## config.mk

```make
export PLATFORM = sky130hd
export DESIGN_NAME = pwm_tick_driver_flat
export DESIGN_NICKNAME = d
export VERILOG_FILES = /design/src/rtl/pwm_tick_driver_if.sv /design/src/rtl/pwm_tick_driver.sv /design/src/flat_wrapper.sv
export SDC_FILE = /design/constraint.sdc
export NUM_CORES = 1
export LEC_CHECK = 0
export CAP_MARGIN = 30
export CORE_AREA = 2 2 96 61
export CTS_BUF_LIST = sky130_fd_sc_hd__clkbuf_8 sky130_fd_sc_hd__clkbuf_16
export DETAILED_ROUTE_END_ITERATION = 10
export DIE_AREA = 0 0 98 63
export MAX_ROUTING_LAYER = met4
export PLACE_DENSITY_LB_ADDON = 0.15
export SLEW_MARGIN = 5
export SYNTH_ARGS = -nofsm -noshare
export SYNTH_HDL_FRONTEND = slang
export SYNTH_SLANG_ARGS = --single-unit
```

## constraint.sdc

```tcl
create_clock -name clk -period 1.3 [get_ports clk]
set_input_delay 0.195 -clock clk [delete_from_list [all_inputs] [get_ports clk]]
set_output_delay 0.195 -clock clk [all_outputs]
set_load 0.01 [all_outputs]
```

## src/rtl/pwm_tick_driver_if.sv

```systemverilog
// Duty-value handshake bundle between a host (master) and the PWM tick driver (slave).
interface pwm_tick_driver_if #(
  parameter int unsigned WIDTH = 8
) ();
  logic [WIDTH-1:0] duty_in;
  logic             duty_valid;
  logic             duty_ready;

  modport master (output duty_in, output duty_valid, input duty_ready);
  modport slave  (input duty_in, input duty_valid, output duty_ready);
endinterface

```

## src/rtl/pwm_tick_driver.sv

```systemverilog
// PWM generator advanced by a prescaled tick; duty updates land only at period wrap.
// Optional breathe ramp enabled by defining PWM_BREATHE_EN.
module pwm_tick_driver #(
  parameter int unsigned WIDTH        = 8,
  parameter int unsigned BREATHE_STEP = 1
) (
  input  logic               clk,
  input  logic               rst,
  input  logic               en_i,
  input  logic               tick_i,
  pwm_tick_driver_if.slave   duty_if,
  output logic               pwm_out_o,
  output logic               period_done_o,
  output logic               running_o
);

  localparam int unsigned MAX_I = (32'd1 << WIDTH) - 32'd1;
  localparam logic [WIDTH-1:0] MAX = {WIDTH{1'b1}};

  if ((BREATHE_STEP < 1) || (BREATHE_STEP > MAX_I)) begin : g_bad_step
    $error("BREATHE_STEP must lie in 1..2**WIDTH-1");
  end

  typedef enum logic {ST_IDLE = 1'b0, ST_RUN = 1'b1} state_e;

  state_e           state_q, state_d;
  logic [WIDTH-1:0] cnt_q, cnt_d;
  logic [WIDTH-1:0] duty_act_q, duty_act_d;
  logic [WIDTH-1:0] pend_q, pend_d;
  logic             pend_full_q, pend_full_d;
  logic             pwm_q, pwm_d;
  logic             done_q, done_d;
  logic             run_q, run_d;
  logic             wrap_c;
  logic             accept_c;

`ifdef PWM_BREATHE_EN
  localparam logic [WIDTH:0] STEP = (WIDTH+1)'(BREATHE_STEP);
  logic             dir_q, dir_d;
  logic [WIDTH:0]   up_sum_c;
  assign up_sum_c = {1'b0, duty_act_q} + STEP;
`endif

  assign wrap_c             = (state_q == ST_RUN) && tick_i && (cnt_q == MAX);
  assign accept_c           = duty_if.duty_valid && !pend_full_q;
  assign duty_if.duty_ready = !pend_full_q;

  always_ff @(posedge clk) begin
    if (rst) state_q <= ST_IDLE;
    else     state_q <= state_d;
  end

  // en is only honoured in IDLE or at wrap, so a started period always completes
  always_comb begin
    state_d = state_q;
    case (state_q)
      ST_IDLE: if (en_i) state_d = ST_RUN;
      ST_RUN:  if (wrap_c && !en_i) state_d = ST_IDLE;
      default: state_d = ST_IDLE;
    endcase
  end

  always_comb begin
    cnt_d       = cnt_q;
    duty_act_d  = duty_act_q;
    pend_d      = pend_q;
    pend_full_d = pend_full_q;
`ifdef PWM_BREATHE_EN
    dir_d       = dir_q;
`endif
    pwm_d  = (state_q == ST_RUN) && (cnt_q < duty_act_q);
    done_d = wrap_c;
    run_d  = (state_d == ST_RUN);

    case (state_q)
      ST_IDLE: begin
        cnt_d = '0;
        if (pend_full_q) begin
          duty_act_d  = pend_q;
          pend_full_d = 1'b0;
`ifdef PWM_BREATHE_EN
          dir_d       = 1'b0;
`endif
        end
      end
      ST_RUN: begin
        if (tick_i) begin
          if (cnt_q == MAX) begin
            cnt_d = '0;
            if (pend_full_q) begin
              duty_act_d  = pend_q;
              pend_full_d = 1'b0;
`ifdef PWM_BREATHE_EN
              dir_d       = 1'b0;
            end else if (!dir_q) begin
              if (up_sum_c >= {1'b0, MAX}) begin
                duty_act_d = MAX;
                dir_d      = 1'b1;
              end else begin
                duty_act_d = up_sum_c[WIDTH-1:0];
              end
            end else begin
              if ({1'b0, duty_act_q} <= STEP) begin
                duty_act_d = '0;
                dir_d      = 1'b0;
              end else begin
                duty_act_d = duty_act_q - STEP[WIDTH-1:0];
              end
`endif
            end
          end else begin
            cnt_d = cnt_q + WIDTH'(1);
          end
        end
      end
      default: ;
    endcase

    // accept only into an empty shadow, so this never collides with the transfer above
    if (accept_c) begin
      pend_d      = duty_if.duty_in;
      pend_full_d = 1'b1;
    end
  end

  always_ff @(posedge clk) begin
    if (rst) begin
      cnt_q       <= '0;
      duty_act_q  <= '0;
      pend_q      <= '0;
      pend_full_q <= 1'b0;
      pwm_q       <= 1'b0;
      done_q      <= 1'b0;
      run_q       <= 1'b0;
`ifdef PWM_BREATHE_EN
      dir_q       <= 1'b0;
`endif
    end else begin
      cnt_q       <= cnt_d;
      duty_act_q  <= duty_act_d;
      pend_q      <= pend_d;
      pend_full_q <= pend_full_d;
      pwm_q       <= pwm_d;
      done_q      <= done_d;
      run_q       <= run_d;
`ifdef PWM_BREATHE_EN
      dir_q       <= dir_d;
`endif
    end
  end

  assign pwm_out_o     = pwm_q;
  assign period_done_o = done_q;
  assign running_o     = run_q;

endmodule

```

## src/flat_wrapper.sv

```systemverilog
// flat-port wrapper written by rule: the top's interface ports become plain ports
module pwm_tick_driver_flat 
#(
  parameter int unsigned WIDTH        = 8,
  parameter int unsigned BREATHE_STEP = 1
)
  (clk, rst, en_i, tick_i, pwm_out_o, period_done_o, running_o, duty_if_duty_in, duty_if_duty_valid, duty_if_duty_ready);
  pwm_tick_driver_if #(.WIDTH(WIDTH)) duty_if_i ();
  input  logic clk;
  input  logic rst;
  input  logic en_i;
  input  logic tick_i;
  output logic pwm_out_o;
  output logic period_done_o;
  output logic running_o;
  input wire logic [$bits(duty_if_i.duty_in)-1:0] duty_if_duty_in;
  input wire logic [$bits(duty_if_i.duty_valid)-1:0] duty_if_duty_valid;
  output wire logic [$bits(duty_if_i.duty_ready)-1:0] duty_if_duty_ready;
  assign duty_if_i.duty_in = duty_if_duty_in;
  assign duty_if_i.duty_valid = duty_if_duty_valid;
  assign duty_if_duty_ready = duty_if_i.duty_ready;
  pwm_tick_driver #(.WIDTH(WIDTH), .BREATHE_STEP(BREATHE_STEP)) u_core (.clk(clk), .rst(rst), .en_i(en_i), .tick_i(tick_i), .duty_if(duty_if_i), .pwm_out_o(pwm_out_o), .period_done_o(period_done_o), .running_o(running_o));
endmodule
```

# Word level (Yosys, flattened, before mapping)
# Index checks and enable logic that the tools add are counted.
[word_totals]
register_bits = 28
inputBits = 13
out_inout_bits = 4
elab_cells = 38
[classes]
addsub = 1
n_lt_le_gt_ge = 1
n_eq_ne = 5
mux = 14
bitwise = 1
n_reduce_logical = 9
[op_table]
columns = ["cell", "n"]
rows = [
  ["2-to-1 mux 8 bit", 5],
  ["case mux 8 bit (2 select lines)", 2],
  ["adder 8 x 1 -> 8 bit (second input constant)", 1],
  ["== test 8 bit (second input constant)", 1],
  ["less-than comparator 8 bit", 1],
  ["!= test 3 bit (second input constant)", 2],
  ["logical AND 1 bit", 5],
  ["2-to-1 mux 1 bit", 5],
  ["!= test 2 bit (second input constant)", 2],
  ["case mux 1 bit (2 select lines)", 2],
  ["AND reduction 2 bit", 2],
  ["zero test 1 bit", 2],
  ["NOT 1 bit", 1],
]

# Logic depth before layout (Yosys ltp)
# Gate-level depths: netlist of run 1.
[logic_depth]
word_depth = 5
ltp_mapped = 7
mapped_depth_nobuf = 6

# Least setup slack after synthesis of run 1
# No wires, ideal clock.
[synth_timing]
path_kind = "reg2reg"
start = "register u_core.cnt_q[0]"
end = "register u_core.duty_act_q[1]"
setup_time_ns = 0.079
arrival_time_ns = 1.327
required_ns = 1.221
setup_slack_ns = -0.106
stages_incl_launch_ff = 8
path_buffers = 2
synth_period_minus_slack_ns = 1.406
cell_sequence = "dfxtp_1 ha_1 and4_4 nor2b_4 buf_6 buf_12 nand3_2 o221ai_2"
[synth_between]
elab_chain_len = 3
[synth_lines]
columns = ["element", "line_no", "text"]
rows = [
  ["from (decl)", "pwm_tick_driver.sv:27", "logic [WIDTH-1:0] cnt_q, cnt_d;"],
  ["from (signal assigned)", "pwm_tick_driver.sv:139", "cnt_q <= cnt_d;"],
  ["== test 8 bit", "pwm_tick_driver.sv:88", "if (cnt_q == MAX) begin"],
  ["!= test 2 bit (no line)", "--", ""],
  ["AND reduction 2 bit (no line)", "--", ""],
  ["to (signal assigned)", "pwm_tick_driver.sv:140", "duty_act_q <= duty_act_d;"],
  ["to (decl)", "pwm_tick_driver.sv:28", "logic [WIDTH-1:0] duty_act_q, duty_act_d;"],
]
# No other way between the ends.
# A chain may end at the register's enable or synchronous reset.

# Worst setup path after layout of run 1
[layout_timing]
start = "register u_core.duty_act_q[3]"
end = "register u_core.pwm_q (netlist: u_core.pwm_out_o)"
[layout_between]
elab_chain_len = 2
[layout_lines]
columns = ["element", "line_no", "text"]
rows = [
  ["less-than comparator 8 bit", "pwm_tick_driver.sv:71", "pwm_d = (state_q == ST_RUN) && (cnt_q < duty_act_q);"],
  ["logical AND 1 bit", "pwm_tick_driver.sv:71", ""],
  ["to (signal assigned)", "pwm_tick_driver.sv:143", "pwm_q <= pwm_d;"],
  ["to (decl)", "pwm_tick_driver.sv:31", "logic pwm_q, pwm_d;"],
]
# No other way between the ends.

==> results_dict.tcl, run 1 <==
set metrics [dict create \
    status "finished, violations left" \
    violations "setup timing" \
    grt_antenna_before_repair 0 \
    worstReg2RegStart "u_core.duty_act_q[3]" \
    tightest_slew_ns 0.395 \
    switching_share_pct 26.7 \
    path_clk_slew_ns 0.10 \
    hpwlAfterDp_um 2990 \
    wire_per_inst_um 14.2 \
    hold_path.class "input pin to flip-flop" \
    clockPowerShare_pct 32.4 \
    whs_path_depth 3 \
    cts.htree.levels 1 \
    floorplan.initialDensity_pct 28.6 \
    port_buffers 16 \
    fin_ws_ns -0.112 \
    crit_arrival_ns 1.61 \
    grt.total_usage_pct 15.5 \
    syn_to_final_growth_pct 46.8 \
    dieArea_sq_um 6170 \
    path_class "flip-flop to flip-flop" \
    synthFlopType "dfxtp_1" \
    cp-start-kind "flip-flop" \
    grt_max_degree 16 \
    drc 0 \
    dp_slack_ns -0.281 \
    finalWirelength_um 4160 \
    p_per_area_nw_per_um2 789 \
    period_needed_ns 1.41 \
    clock_sinks 28 \
    maxCapViolCount 0 \
    layout_common_cells "36 x nand2_1, 25 x buf_4, 24 x dfxtp_1, 18 x a21oi_1" \
    synth.distinct_cells 39 \
    ir_drop_mv 0.531 \
    insertedDiodeCount 0 \
    synth_edf_count 0 \
    postRouteAntennaNets 0 \
    fin_nets 245 \
    rsz0062_at_grt "yes" \
    clk_latency_ns 0.29 \
    drt_iter0_drc 68 \
    final_common_cell "nand2_1" \
    worst_hold_slack_ns 0.444 \
    reg2reg_depth 5 \
    synth_fp_nets 199 \
    grt_pass1_vias 1474 \
    rows 21 \
    grt_pass1_wl_um 7360 \
    p_switching_uw 472 \
    finalSetupViolations 10 \
    drv_slew 0 \
    max_freq_mhz 708 \
    die_x_um 98 \
    yosys_warnings 0 \
    place_area_sq_um 1980 \
    die_h_um 63 \
    cp-end-kind "flip-flop" \
    cts-root-buf "clkbuf_8" \
    synth-seq-cells 28 \
    pwr-share-comb_pct 15.5 \
    clockBufferDepth 2 \
    layout-drive-gt1-share_pct 35.4 \
    hold_violations 0 \
    critPathRequiredTime_ns 1.49 \
    pwr-share-seq_pct 52.1 \
    numCtsBuffers 3 \
    yosysSeqAreaShare_pct 36.8 \
    leakage_nw 0.816 \
    first_pass_iters 4 \
    vias 1403 \
    async_reset_ff_share_pct 0 \
    grt-ovfl-total 0 \
    avgSynthCellArea_sq_um 8.56 \
    fin_crit_sh_pct 109 \
    viasPerCell 4.80 \
    crit_path_start "u_core.duty_act_q[3]" \
    tritoncts "built" \
    fin_skew_ns 0.00622 \
    io_pins 17 \
    min-delay-start "duty_if_duty_in[6]" \
    syn_inst 178 \
    fillers 523 \
    design.core.area_sq_um 5330 \
    finalInstanceArea_sq_um 2240 \
    p_int_mw 1.29 \
    gp_congestion 0.783 \
    syn-cell-area_sq_um 1520 \
    relSlewSlack_pct 73.7 \
    cp_max_fo 2 \
]
==> final cells by class <==
class                   count  area, sq um  area share, %
repair buffers             51          473           21.1
flip-flops and latches     28          571           25.5
inverters                   9         33.8           1.51
clock buffers               4         55.1           2.46
well taps                  69         86.3           3.86
multi-input cells         131         1020           45.5
==> power groups by stage <==
stage | clock network, mW | logic, mW | registers [mW]
after floorplan | 0 | 0.125 | 0.931
after global placement | 0 | 0.249 | 0.937
after detailed placement | 0 | 0.254 | 0.938
after CTS | 0.589 | 0.260 | 0.918
after global routing | 0.619 | 0.302 | 0.924
final | 0.572 | 0.273 | 0.919
==> metrics by stage <==
step / total power, mW / TNS (ns) / instances / utilization (%)
5_1_grt: 1.85 / -1.36 / 292 / 41.9
4_1_cts: 1.77 / -0.774 / 296 / 41.4
2_1_floorplan: 1.06 / -0.102 / 178 / -
6_report: 1.76 / -0.297 / 292 / 41.9
3_3_place_gp: 1.19 / -2.91 / 284 / 37.1
3_5_place_dp: 1.19 / -3.88 / 284 / 37.1
==> logic make-up (layout without fill, tap and decap cells) <==
| logic type | after synthesis | in the layout | synth area share [%] |
|---|---|---|---|
| AND/OR/NAND/NOR | 79 | 79 | 27.4 |
| AO/OA/AOI/OAI | 40 | 40 | 20.3 |
| flip-flops | 28 | 28 | 36.8 |
| buffers and inverters | 19 | 64 | 6.57 |
| adder cells (fa/ha/maj) | 8 | 8 | 6.57 |
| XOR/XNOR | 3 | 3 | 1.72 |
| multiplexers | 1 | 1 | 0.657 |
==> path summary, 6_finish.rpt <==
kind / to / slack [ns]
max: u_core.pwm_out_o / -0.11
min: u_core.pend_q[6] / 0.44
max reg2reg: u_core.pwm_out_o / -0.11
min reg2reg: u_core.pend_q[6] / 0.50
==> layer usage <==
layer / track usage, % / wire length (um) / vias to the layer above
met4: 4.69 / 59 / 0
met1: 21.5 / 2250 / 674
li1: - / - / 714
met2: 22.8 / 1770 / 11
met3: 3.02 / 73 / 4
met5: - / 0 / -
==> worst max-delay path, cell delays in order, from the launching register on <==
cell and delay, ns:
dfxtp_1 0.36, inv_1 0.05, ha_1 0.36, a211oi_2 0.24, a31oi_1 0.12, a2111oi_2 0.20
==> registers in the layout, indices dropped and copies added, names as in the netlist <==
signal / count
u_core.pend_q: 8
u_core.duty_act_q: 8
u_core.pwm_out_o: 1
u_core.pend_full_q: 1
u_core.state_q: 1
u_core.period_done_o: 1
u_core.cnt_q: 8
==> cells in the mapped netlist (2+ instances only) <==
library cell	instances	area [sq um]
a21oi_1	19	95.1
a31oi_1	2	12.5
buf_2	4	20.0
clkbuf_1	4	15.0
dfxtp_1	28	561
ha_1	8	100
inv_1	9	33.8
nand2_1	38	143
nand2b_1	4	25.0
nand3_2	7	70.1
nand4_1	3	18.8
nor2_1	12	45.0
nor2b_1	2	12.5
nor3_1	3	15.0
o21a_1	2	15.0
o221ai_2	7	105
or3_1	2	12.5
xor2_1	3	26.3
==> repair_timing <==
action | in CTS | in global routing
gates cloned | 2 | 0
pin swaps | 10 | 11
buffers inserted | 6 | 1
hold buffers | 0 | 0
resized for setup | 20 | 20
setup endpoints to repair | 13 | 21
Note: power is estimated with default switching activity, not from simulation.
==> run 2, diff against run 1 <==
- CTS_CLUSTER_DIAMETER: default -> 40
==> results of run 2 <==
Same layout as run 1: the final DEF is identical, and so are final timing and power.
==> run 3, diff against run 2 <==
- CAP_MARGIN: 30 -> default
- CORE_AREA: 2 2 96 61 -> 5 5 99 64
- DIE_AREA: 0 0 98 63 -> 0 0 104 69
==> run 3 against run 2 <==
Against the previous run:
- the flow still finishes with violations (setup timing)
- sequential cell count unchanged
- clock-buffer cell count did not move
- hold slack gained 0.0030 ns
- die area rose by 16%
- largest power group unchanged
- cell count is 0.68% lower
- critical path depth stayed put
- final area decreased by 4.0%
- non-clock buffer count down 2
- largest cell class unchanged
- global-route usage fell by 3.4 points
==> results_dict.tcl, run 3 (synthesized netlist as in run 1, its figures left out) <==
set metrics [dict create \
    cp_max_fo 2 \
    rsz0062_at_grt "yes" \
    fin_nets 243 \
    period_needed_ns 1.42 \
    cp_top_family "compound AO/OA/AOI/OAI gates" \
    final_common_cell "nand2_1" \
    floorplan.initialDensity_pct 28.4 \
    min-delay-start "duty_if_duty_in[5]" \
    hold_violations 0 \
    grt-ovfl-total 0 \
    cp_slowest_cell "dfxtp_1" \
    crit_path_start "u_core.duty_act_q[3]" \
    syn_to_final_growth_pct 40.9 \
    finalInstanceArea_sq_um 2150 \
    grt.total_usage_pct 12.1 \
    dieArea_sq_um 7180 \
    drv_slew 0 \
    finalWirelength_um 4020 \
    drc 0 \
    cts-root-buf "clkbuf_8" \
    path_clk_slew_ns 0.10 \
    crit_arrival_ns 1.62 \
    fin_ws_ns -0.124 \
    wire_per_inst_um 13.9 \
    die_h_um 69 \
    dp_slack_ns -0.276 \
    r2r_slack_ns -0.12 \
    path_cells "inv_1, ha_1, a211oi_2, a31oi_1, a2111oi_2" \
    numCtsBuffers 3 \
    maxCapViolCount 0 \
    first_pass_iters 4 \
    finalSetupViolations 2 \
    clock_sinks 28 \
    tritoncts "built" \
    layout-drive-gt1-share_pct 35.3 \
    design.core.area_sq_um 5360 \
    status "finished, violations left" \
    max_freq_mhz 702 \
    timing.critical_path.buf_inv 1 \
    fin_crit_sh_pct 110 \
    fin_skew_ns 0.00999 \
    layout_common_cells "36 x nand2_1, 27 x buf_4, 21 x dfxtp_1, 18 x a21oi_1" \
    place_area_sq_um 1990 \
    path_class "flip-flop to flip-flop" \
    postRouteAntennaNets 0 \
    leakage_nw 0.793 \
    rows 21 \
    violations "setup timing" \
    grt_pass1_wl_um 6900 \
    gp_congestion 0.813 \
    cts.htree.levels 1 \
    top_regs "u_core.cnt_q: 8 flops, u_core.duty_act_q: 8 flops, u_core.pend_q: 8 flops" \
    io_pins 17 \
    clk_latency_ns 0.28 \
    grt_pass1_vias 1457 \
    clockBufferDepth 2 \
    drt_iter0_drc 54 \
    insertedDiodeCount 0 \
    cp-start-kind "flip-flop" \
    p_per_area_nw_per_um2 808 \
    tightest_slew_ns 0.272 \
    slowest_delay_ns 0.36 \
    critPathRequiredTime_ns 1.49 \
    vias 1406 \
    die_x_um 104 \
    final.setup.tns_ns -0.134 \
    grt_antenna_before_repair 0 \
    grt_max_degree 16 \
    cp-end-kind "flip-flop" \
    viasPerCell 4.85 \
    ir_drop_mv 0.400 \
    worst_hold_slack_ns 0.447 \
    hold_path.class "input pin to flip-flop" \
    port_buffers 16 \
    relSlewSlack_pct 81.9 \
    hpwlAfterDp_um 3100 \
    worstReg2RegStart "u_core.duty_act_q[3]" \
]
==> run 3: cell count changes in the layout (fill, tap and decap cells not counted) <==
cell	delta
buf_4	+2
buf_6	-4
dfxtp_1	-3
dfxtp_2	+3
nand2_2	+1
nand2_4	-1
nand3_2	+5
nand3_4	-5
nor3_1	+2
nor3_2	-2
o221ai_2	+1
o221ai_4	-1
==> run 3: cell type report <==
cell class,count,area (sq um)
timing repair buffer,49,443
sequential,28,574
clock buffer,4,55.1
fill,558,3210
multi-input combinational,131,955
tap,69,86.3
inverter,9,33.8
==> run 3: routing by layer <==
layer / track usage (%) / wire length [um] / vias to the layer above
li1: - / - / 710
met1: 16.8 / 2140 / 669
met2: 17.9 / 1720 / 22
met3: 2.89 / 131 / 5
met4: 2.59 / 35 / 0
met5: - / 0 / -
==> run 3: metrics by stage <==
stage	utilization (%)	power (mW)	cells
2_1_floorplan	-	1.06	178
3_3_place_gp	37.0	1.19	283
3_5_place_dp	37.0	1.19	283
4_1_cts	40.4	1.75	292
5_1_grt	40.1	1.83	290
6_report	40.1	1.73	290
==> run 3: where the power goes <==
| part | switching [mW] | leakage, nW | internal [mW] |
|---|---|---|---|
| logic | 0.130 | 0.533 | 0.130 |
| clock network | 0.286 | 0.0288 | 0.272 |
| registers | 0.0302 | 0.231 | 0.887 |
| total | 0.446 | 0.793 | 1.29 |
==> run 3: worst register-to-register path: stages, from the launching register on <==
cell and delay [ns]:
dfxtp_1 0.36, inv_1 0.05, ha_1 0.32, a211oi_2 0.27, a31oi_1 0.14, a2111oi_2 0.19
==> run 3: worst paths after layout <==
kind	end	depth (start not counted)
setup / recovery	u_core.pwm_out_o	5
hold / removal	u_core.pend_q[5]	3
setup reg to reg	u_core.pwm_out_o	5
hold reg to reg	u_core.pend_q[3]	2
==> run 3: repair_timing <==
action	4_1_cts	5_1_grt
gates resized for setup	23	6
setup buffers	4	0
hold buffers	0	0
pin swaps	10	7
endpoints found under the hold margin	0	0
cloned	1	0
setup endpoints to repair	15	17
==> patch: new RTL, config.mk and constraints of run 1 <==
`WIDTH` is set to 8 in 3 places; all go to 9.
--- a/src/rtl/pwm_tick_driver_if.sv
+++ b/src/rtl/pwm_tick_driver_if.sv
@@ -1,5 +1,5 @@
 // Duty-value handshake bundle between a host (master) and the PWM tick driver (slave).
 interface pwm_tick_driver_if #(
-  parameter int unsigned WIDTH = 8
+  parameter int unsigned WIDTH = 9
 ) ();
   logic [WIDTH-1:0] duty_in;
--- a/src/rtl/pwm_tick_driver.sv
+++ b/src/rtl/pwm_tick_driver.sv
@@ -2,5 +2,5 @@
 // Optional breathe ramp enabled by defining PWM_BREATHE_EN.
 module pwm_tick_driver #(
-  parameter int unsigned WIDTH        = 8,
+  parameter int unsigned WIDTH        = 9,
   parameter int unsigned BREATHE_STEP = 1
 ) (
--- a/src/flat_wrapper.sv
+++ b/src/flat_wrapper.sv
@@ -2,5 +2,5 @@
 module pwm_tick_driver_flat 
 #(
-  parameter int unsigned WIDTH        = 8,
+  parameter int unsigned WIDTH        = 9,
   parameter int unsigned BREATHE_STEP = 1
 )
Interface: changed (resized duty_if_duty_in); port bits go from 17 to 18. The function was not compared with the original's and may differ.
==> patch against run 1 <==
- the run still ends with setup timing left
- first-iteration DRC count decreased by 51%
- power up 17%
- worst hold slack improved by 8.7 ps
- sequential cell count is 3 higher
- utilization fell by 3.1 points
- non-clock buffer count fell by 10
- routed wire length is 24% lower
- worst setup slack worse by 71 ps
- design area decreased by 7.3%
- synthesized area fell by 9.9%
- via count decreased by 16%
- final cell count down 7.2%
- largest power group unchanged
==> patch: results (changes against run 1) <==
* Status: finished with violations
* Failing checks: setup timing
* Layout fillers at 538 (+2.9%)
* Global-route wire length before repair at 5080 µm (-31%)
* Complex-gate fraction of the synthesized area at 9.02% (-11 points)
* DR WL met2 at 1340 µm (-24%)
* Grt met1 use at 13.6% (-7.8 points)
* Hold Path Sink: u_core.state_q
* Vias at 1,173 (-16%)
* Placement Cell Area at 0.00178 mm² (-10%)
* Power Sequential at 1.00 mW (+9%)
* Gpl congestion at 0.763 (-2.5%)
* Lkg Pwr at 0.859 nW (+5.3%)
* Synth Area in Adders at 9.12% (+2.5 points)
* Non-Filler Instances at 271 (-7.2%)
* Sequential area share after synthesis at 45.2% (+8.4 points)
* CP max FO at 5 (+3)
* Worst reg2reg endpoint: u_core.duty_act_q[4]
* Worst Hold Launch: en_i
* DP HPWL at 2290 µm (-23%)
* Dpl ws at -375 ps (-94.3 ps)
* Routing usage on met2 at 15.8% (-7.0 points)
* Proportion of synthesized area in mux cells at 8.02% (+7.4 points)
* Crit. Startpoint: u_core.cnt_q[0]
* Top cells by count, synth: dfxtp_1, nand2_1, nor2_1
* Max VDD drop at 0.397 mV (-25%)
* Wire per inst at 11.6 µm (-18%)
* H-Tree Depth at 2 (+1)
* Layout cells sized above 1 at 30.7% (-4.7 points)
* R2R cell count at 8 (+3)
* Clk power at 0.831 mW (+45%)
* Clock slew at reported path FFs at 70 ps (-30 ps)
* Final setup viols at 19 (+9)
* Largest registers: u_core.cnt_q x9, u_core.duty_act_q x9, u_core.pend_q x9
* Mapped Nets at 181 (-9.0%)
* Worst-margin pin slew at 308 ps (-86.8 ps)
* XOR/XNOR Fraction of Synth Area at 3.19% (+1.5 points)
* Final nets at 225 (-8.2%)
* Hold WS at 453 ps (+8.69 ps)
* Placed Cells at 259 (-8.8%)
* Worst setup skew after layout at 6.60 ps (+0.380 ps)
* Critical path arrival at 1650 ps (+40 ps)
* Main area contributors after synthesis: dfxtp_1, ha_1, mux2i_1, nand2_1, nor2_1
* Setup slack after layout at -183 ps (-70.8 ps)
* Maximum number of pins on one net before global-route repair at 21 (+5)
* Setup TNS at -2180 ps (-1880 ps)
* Number of DRC markers in iteration 0 at 33 (-51%)
* Met3 wire length at 117 µm (+60%)
* Seq pwr share at 48.5% (-3.6 points)
==> patch: final cells by class <==
| class | instances | area [µm²] | share of cell area, % |
|---|---|---|---|
| Clock buffer | 7 | 96.3 | 4.65 |
| Clock inverter | 1 | 7.51 | 0.362 |
| Sequential cell | 31 | 632 | 30.5 |
| Multi-Input combinational cell | 111 | 842 | 40.6 |
| Inverter | 11 | 41.3 | 1.99 |
| Timing Repair Buffer | 41 | 368 | 17.7 |
| Tap cell | 69 | 86.3 | 4.16 |
==> patch: what timing repair did <==
action | CTS | global route
gates resized for setup | 20 | 24
setup endpoints to repair | 23 | 23
setup buffers | 1 | 2
cloned | 1 | 0
pin swaps | 11 | 12
==> patch: worst max-delay path: stages (launching register included) <==
cell and delay [ps]:
dfxtp_2 350, ha_4 150, nand3_4 60, nor2_4 120, ha_4 150, nand2_4 60, a21o_4 240, mux2i_1 180
nor2_1 50
